==> config.mk <==
export PLATFORM = sky130hd
export DESIGN_NAME = divider
export DESIGN_NICKNAME = d
export VERILOG_FILES = /design/src/rtl/divider.sv
export SDC_FILE = /design/constraint.sdc
export NUM_CORES = 1
export LEC_CHECK = 0
export ABC_AREA = 1
export CORE_MARGIN = 2
export CORE_UTILIZATION = 60
export CTS_CLUSTER_SIZE = 12
export DETAILED_ROUTE_END_ITERATION = 7
export GPL_TIMING_DRIVEN = 0
export HOLD_SLACK_MARGIN = 0.12
export PLACE_DENSITY = 0.83
export SKIP_CTS_REPAIR_TIMING = 1
export SYNTH_ARGS = -nofsm -noshare
export SYNTH_HDL_FRONTEND = slang
export SYNTH_SLANG_ARGS = --single-unit
==> constraint.sdc <==
create_clock -name clk -period 4.2 [get_ports clk]
set_input_delay 0.42 -clock clk [delete_from_list [all_inputs] [get_ports clk]]
set_output_delay 0.42 -clock clk [all_outputs]
set_load 0.02 [all_outputs]
==> src/rtl/divider.sv <==
// Multi-cycle 32-bit radix-2 restoring divider (signed DIV / unsigned DIVU) for the EX stage.
// Returns quotient on result_lo and remainder on result_hi; stalls the pipeline while busy.
`ifndef FUNCT_BUS
`define FUNCT_BUS 5:0
`endif
`ifndef DATA_BUS
`define DATA_BUS 31:0
`endif
`ifndef FUNCT_DIV
`define FUNCT_DIV 6'b011010
`endif
`ifndef FUNCT_DIVU
`define FUNCT_DIVU 6'b011011
`endif

module divider (
  input  logic             clk,
  input  logic             rst_n,
  input  logic [`FUNCT_BUS] funct,
  input  logic             div_en,
  input  logic             flush,
  input  logic [`DATA_BUS]  operand_1,
  input  logic [`DATA_BUS]  operand_2,
  output logic             stall_req,
  output logic             done,
  output logic [`DATA_BUS]  result_hi,
  output logic [`DATA_BUS]  result_lo
);

  typedef enum logic [1:0] {IDLE, CALC, DONE} state_t;

  state_t      state_q;
  logic [5:0]  cnt_q;
  logic [31:0] quo_q;
  logic [31:0] rem_q;
  logic [31:0] dvs_q;
  logic        neg_quo_q;
  logic        neg_rem_q;
  logic        done_q;
  logic [31:0] res_hi_q;
  logic [31:0] res_lo_q;

  logic        start;
  logic        is_signed;
  logic        neg_a;
  logic        neg_b;
  logic [31:0] mag_a;
  logic [31:0] mag_b;
  logic [33:0] trial;
  logic [31:0] rem_d;
  logic [31:0] quo_d;

  always_comb begin
    is_signed = (funct == `FUNCT_DIV);
    start     = (state_q == IDLE) && div_en && !flush &&
                ((funct == `FUNCT_DIV) || (funct == `FUNCT_DIVU));
    stall_req = rst_n && !flush && (start || (state_q == CALC));
    neg_a     = is_signed && operand_1[31];
    neg_b     = is_signed && operand_2[31];
    mag_a     = neg_a ? (32'd0 - operand_1) : operand_1;
    mag_b     = neg_b ? (32'd0 - operand_2) : operand_2;
    // Shift in the next dividend bit and try subtracting the divisor; a borrow restores.
    trial     = {1'b0, rem_q, quo_q[31]} - {2'b00, dvs_q};
    if (trial[33]) begin
      rem_d = {rem_q[30:0], quo_q[31]};
      quo_d = {quo_q[30:0], 1'b0};
    end else begin
      rem_d = trial[31:0];
      quo_d = {quo_q[30:0], 1'b1};
    end
  end

  always_ff @(posedge clk or negedge rst_n) begin
    if (!rst_n) begin
      state_q   <= IDLE;
      cnt_q     <= '0;
      quo_q     <= '0;
      rem_q     <= '0;
      dvs_q     <= '0;
      neg_quo_q <= 1'b0;
      neg_rem_q <= 1'b0;
      done_q    <= 1'b0;
      res_hi_q  <= '0;
      res_lo_q  <= '0;
    end else if (flush) begin
      state_q   <= IDLE;
      cnt_q     <= '0;
      quo_q     <= '0;
      rem_q     <= '0;
      dvs_q     <= '0;
      neg_quo_q <= 1'b0;
      neg_rem_q <= 1'b0;
      done_q    <= 1'b0;
      res_hi_q  <= '0;
      res_lo_q  <= '0;
    end else begin
      case (state_q)
        IDLE: begin
          done_q   <= 1'b0;
          res_hi_q <= '0;
          res_lo_q <= '0;
          if (start) begin
            state_q <= CALC;
            dvs_q   <= mag_b;
            // A zero divisor skips the iterations: preload the fixed result and
            // jump the counter straight to the final (sign-fix) cycle.
            if (operand_2 == 32'd0) begin
              quo_q     <= '1;
              rem_q     <= operand_1;
              neg_quo_q <= 1'b0;
              neg_rem_q <= 1'b0;
              cnt_q     <= 6'd32;
            end else begin
              quo_q     <= mag_a;
              rem_q     <= '0;
              neg_quo_q <= neg_a ^ neg_b;
              neg_rem_q <= neg_a;
              cnt_q     <= '0;
            end
          end
        end
        CALC: begin
          if (cnt_q == 6'd32) begin
            state_q  <= DONE;
            done_q   <= 1'b1;
            res_lo_q <= neg_quo_q ? (32'd0 - quo_q) : quo_q;
            res_hi_q <= neg_rem_q ? (32'd0 - rem_q) : rem_q;
          end else begin
            quo_q <= quo_d;
            rem_q <= rem_d;
            cnt_q <= cnt_q + 6'd1;
          end
        end
        DONE: begin
          state_q  <= IDLE;
          done_q   <= 1'b0;
          res_hi_q <= '0;
          res_lo_q <= '0;
        end
        default: state_q <= IDLE;
      endcase
    end
  end

  assign done      = done_q;
  assign result_hi = res_hi_q;
  assign result_lo = res_lo_q;

endmodule
# Word-level counts from Yosys, hierarchy flattened
# Index checks and enable logic that the tools add are counted.
# word_totals
ff_bits	171
inputBits	74
out_inout_bits	66
elab_cells	91
# classes
n_addsub	6
eq_ne	8
mux	45
bitwise	1
n_reduce_logical	21
# ops
cell	n
$mux 32	20
$pmux 32 s2	4
$sub 1x32->32 const A	4
$sub 33x32->34	1
$logic_not 32->1	1
$mux 6	4
$eq 6x5->1 const B	2
$pmux 6 s2	1
$mux 1	11
$logic_and 1x1->1	7
$add 6x1->6 const B	1
$eq 6x6->1 const B	1
$mux 2	3
$ne 3x3->1 const B	2
$reduce_and 2->1	3
$reduce_bool 3->1	2
$pmux 2 s2	1
$reduce_bool 2->1	2
$ne 3x2->1 const B	1
$reduce_and 3->1	1
$eq 2x1->1 const B	1
$eq 2x2->1 const B	1
$logic_not 2->1	1
$logic_or 1x1->1	2
4 further kinds	4

# Depth between registers and ports, before layout
# logic_depth
depth_word	7
depth_mapped	17
ltp_nobuf	17

# Least setup slack after synthesis
# OpenSTA, ideal clock, no wires.
# synth_timing
path_type	flip-flop to flip-flop
start	register rem_q[23]
end	register rem_q[30]
setup_ps	116
t_arrival_ps	1872
t_required_ps	4084
path_slack_ps	2212
path_stages_with_launch	13
n_path_buf	1
synth_period_minus_slack_ps	1988
cell_sequence	dfrtp_1 ha_1 nand2_1 inv_1 a21oi_1 nand2_1 a21oi_4 buf_2 nand4_1 nand2_1 inv_1 nand2_1 nand2_1
# synth_between
elab_chain_cells	5
# synth_rtl
element	line	rtl
start, declared	35	logic [31:0] rem_q;
start signal, assigned	109	rem_q <= operand_1;
start signal, assigned	130	rem_q <= rem_d;
$sub 33x32->34	63	trial = {1'b0, rem_q, quo_q[31]} - {2'b00, dvs_q};
$mux 32	64	if (trial[33]) begin
$mux 32	123	if (cnt_q == 6'd32) begin
$pmux 32 s2	97	case (state_q)
$mux 32	85	end else if (flush) begin
# Every way passes these cells. The select of a mux whose other input is x is not followed.
# A chain may end at the register's enable or synchronous reset.

# Final worst setup path
# layout_timing
start	input rst_n
end	output stall_req
# layout_between
elab_chain_cells	2
# layout_rtl
element	line	rtl
start, declared	18	input logic rst_n,
$logic_and 1x1->1 (2 in a row)	57	stall_req = rst_n && !flush && (start || (state_q == CALC));
end, declared	24	output logic stall_req,
# Every way passes these cells.

==> flow_metrics.py <==
metrics = {
    "status": {
        "status": "completed",
    },
    "yosys": {
        "ys.flop_type": "dfrtp_1",
        "synth_edf_count": 0,
        "syn_area_per_cell_um2": 6.40,
        "synth_cells": 2108,
        "synth.distinct_cells": 51,
        "synth-seq-cells": 171,
        "ys_seq_area_frac": 0.317,
        "async_reset_ff_frac": 1.00,
        "syn_area_um2": 13500,
        "ys_warn_count": 0,
        "synth_nets": 2221,
    },
    "sta": {
        "fin_crit_sh": 0.762,
        "setup_violations": 0,
        "max_freq_mhz": 313,
        "finalHoldViolCount": 0,
        "worst_pin_slew_ps": 745,
        "layout_min_cycle_time_ps": 3200,
        "relSlewSlack": 0.499,
        "fin_skew_ps": 19.4,
        "rsz0062_at_grt": "no",
        "drv_slew": 0,
        "setup_ws_ps": 1000,
    },
    "layout": {
        "synthToLayoutAreaGrowth_pct": 17.7,
        "multi_input_area_um2": 7710,
        "num_antenna_cells": 0,
        "utilization": 0.723,
        "fin_area_um2": 15900,
        "regArea_um2": 4280,
        "fin_nets": 2381,
        "n_fill_cell": 1895,
        "drive_gt1_frac": 0.0601,
    },
    "placement": {
        "gp_congestion": 1.01,
        "dpl-instance-area_um2": 15300,
        "io_buffers": 139,
        "preCtsSetupSlack_ps": 1240,
        "dpl.hpwl_um": 38700,
    },
    "worst_setup_path": {
        "cp_max_fo": 102,
        "cp.required_ps": 3780,
        "worstPathArrival_ps": 2780,
        "r2r_cells": 11,
        "ff2ff_setup_slack_ps": 1670,
        "critPathLaunchType": "input pin",
        "worstSetupPathType": "input pin to output port",
        "cp-end-kind": "output port",
        "crit_start": "rst_n",
        "r2r_end": "rem_q[10]",
        "critPathCapture": "stall_req",
        "r2r_start": "rem_q[28]",
    },
    "hold_path": {
        "hold_path_class": "flop to flop",
    },
    "floorplan": {
        "dieArea_um2": 23700,
        "core-area_um2": 22000,
        "die_w_um": 154,
        "start_util": 0.615,
        "rows": 54,
        "ios": 140,
        "die_y_um": 154,
    },
    "detailed_routing": {
        "antenna_left": 0,
        "dr.pass1.iters": 8,
        "vias": 15200,
        "drtIter0Drc": 1653,
        "wirelength_um": 48500,
        "drc": 0,
        "vias_per_cell": 5.94,
        "avgRoutedWirePerCell_um": 19.0,
    },
    "global_routing": {
        "grt_pass1_vias": 14400,
        "antenna_found_initial": 0,
        "grt_pass1_wl_um": 76300,
        "grt.overflow.total": 0,
        "grt_max_degree": 103,
        "grt_usage": 0.414,
    },
    "cts": {
        "cts_tree": "built",
        "cts_root_buf": "clkbuf_16",
        "ctsHtreeMaxLevel": 4,
        "cts-buffers-inserted": 17,
        "clock_latency_ps": 460,
        "clkSlewWorstSetupHoldPaths_ps": 80,
        "cts.sinks": 171,
        "clk_path_buf_depth": 2,
    },
    "run": {
        "maxCapViolations": 0,
    },
    "power": {
        "p_leak_uw": 0.00802,
        "ir_drop_mv": 0.239,
        "powerDensity_nw_per_um2": 242,
    },
}
## cell usage in the layout (no fill, tap or decap), types with 4 or more instances in the layout
| master | Yosys | routed |
|---|---|---|
| a22o_1 | 4 | 4 |
| xnor2_1 | 13 | 13 |
| clkbuf_16 | 0 | 17 |
| inv_1 | 283 | 283 |
| nand2_2 | 4 | 4 |
| o22ai_1 | 17 | 17 |
| xor2_1 | 27 | 27 |
| o21ai_0 | 121 | 121 |
| buf_6 | 7 | 7 |
| inv_2 | 14 | 14 |
| o211ai_1 | 7 | 7 |
| nor2_4 | 5 | 5 |
| nor3_1 | 34 | 34 |
| buf_2 | 28 | 28 |
| nor2_2 | 11 | 11 |
| buf_4 | 7 | 7 |
| o31ai_1 | 7 | 7 |
| nand3b_1 | 12 | 12 |
| o21ai_1 | 47 | 47 |
| nand4_1 | 57 | 57 |
| dfrtp_1 | 171 | 171 |
| nor2_1 | 195 | 195 |
| a21oi_1 | 117 | 117 |
| nand3_1 | 181 | 181 |
| or2_2 | 4 | 4 |
| nand2_1 | 625 | 625 |
| clkbuf_1 | 24 | 24 |
| clkdlybuf4s50_1 | 0 | 138 |
| ha_1 | 38 | 38 |
| nand2_4 | 5 | 5 |
| buf_1 | 4 | 4 |
| clkinv_8 | 0 | 6 |
## layout make-up
type                            count  area share
Clock inverter                     15      0.0112
Inverter                          300      0.0712
Buffer                             70      0.0237
Tap cell                          280      0.0221
Clock buffer                       17      0.0268
Sequential cell                   171       0.269
Timing Repair Buffer              141      0.0903
Multi-Input combinational cell   1567       0.485
## worst max-delay path, stage by stage
cell and delay [ps]:
dlygate4sd3_1 570, buf_8 420, buf_16 430, nand2_1 100, a21oi_1 130, clkdlybuf4s50_1 630
## synthesized netlist by cell type, types with 7 or more instances
master    instances  area (um2)
ha_1             38         475
nand3_1         181         906
buf_2            28         140
nor2_2           11        68.8
xor2_1           27         236
nand4_1          57         357
dfrtp_1         171        4280
a21oi_1         117         586
clkbuf_1         24        90.1
nand3b_1         12        90.1
o22ai_1          17         106
inv_2            14        52.6
xnor2_1          13         114
inv_1           283        1060
nand2_1         625        2350
nor3_1           34         170
nor2_1          195         732
buf_4             7        52.6
o21ai_0         121         606
buf_6             7        78.8
o211ai_1          7        52.6
o31ai_1           7        52.6
o21ai_1          47         235
## power by group
part	internal [uW]	total [uW]	switching (uW)
clock	801	1620	821
sequential	1660	1670	9.98
combinational	188	554	366
## routing by layer
layer / routed length, um / global-route usage
met1: 18700 / 0.551
met2: 21300 / 0.646
met3: 5540 / 0.0640
met4: 2970 / 0.236
met5: 0 / 0
## worst min-delay path by stage
| stage | from | to | slack, ps | cells past startpoint |
|---|---|---|---|---|
| 3_3_place_gp | result_lo[12] | result_lo[12] | 460 | 2 |
| 6_report | result_lo[10] | result_lo[10] | 490 | 2 |
| 3_5_place_dp | rst_n | result_lo[10] | 400 | 1 |
| 2_1_floorplan | rst_n | cnt_q[0] | 120 | 0 |
| 5_1_grt | result_lo[10] | result_lo[10] | 520 | 2 |
| 4_1_cts | rst_n | result_lo[10] | -70 | 1 |
## sequential cells by signal (all words and copies together), names as in the netlist
register   cells
cnt_q          6
result_hi     32
state_q        2
done           1
dvs_q         32
quo_q         32
neg_rem_q      1
rem_q         32
neg_quo_q      1
result_lo     32
## cells by family after synthesis
group,synth area share
buffers and inverters,0.112
and+or+nand+nor,0.372
adders and majority gates,0.0367
DFF,0.317
xor gates and xnor gates,0.0260
AOI/OAI and AO/OA,0.137
## per-stage QoR
step	hold slack [ps]	instances	TNS (ps)	power [uW]
2_1_floorplan	124	2108	0	2000
3_3_place_gp	462	2527	-705020	2220
3_5_place_dp	403	2528	0	2240
4_1_cts	-74.1	2560	0	3820
5_1_grt	519	2561	0	3960
6_report	485	2561	0	3840
Note: power is estimated with default switching activity, not from simulation.
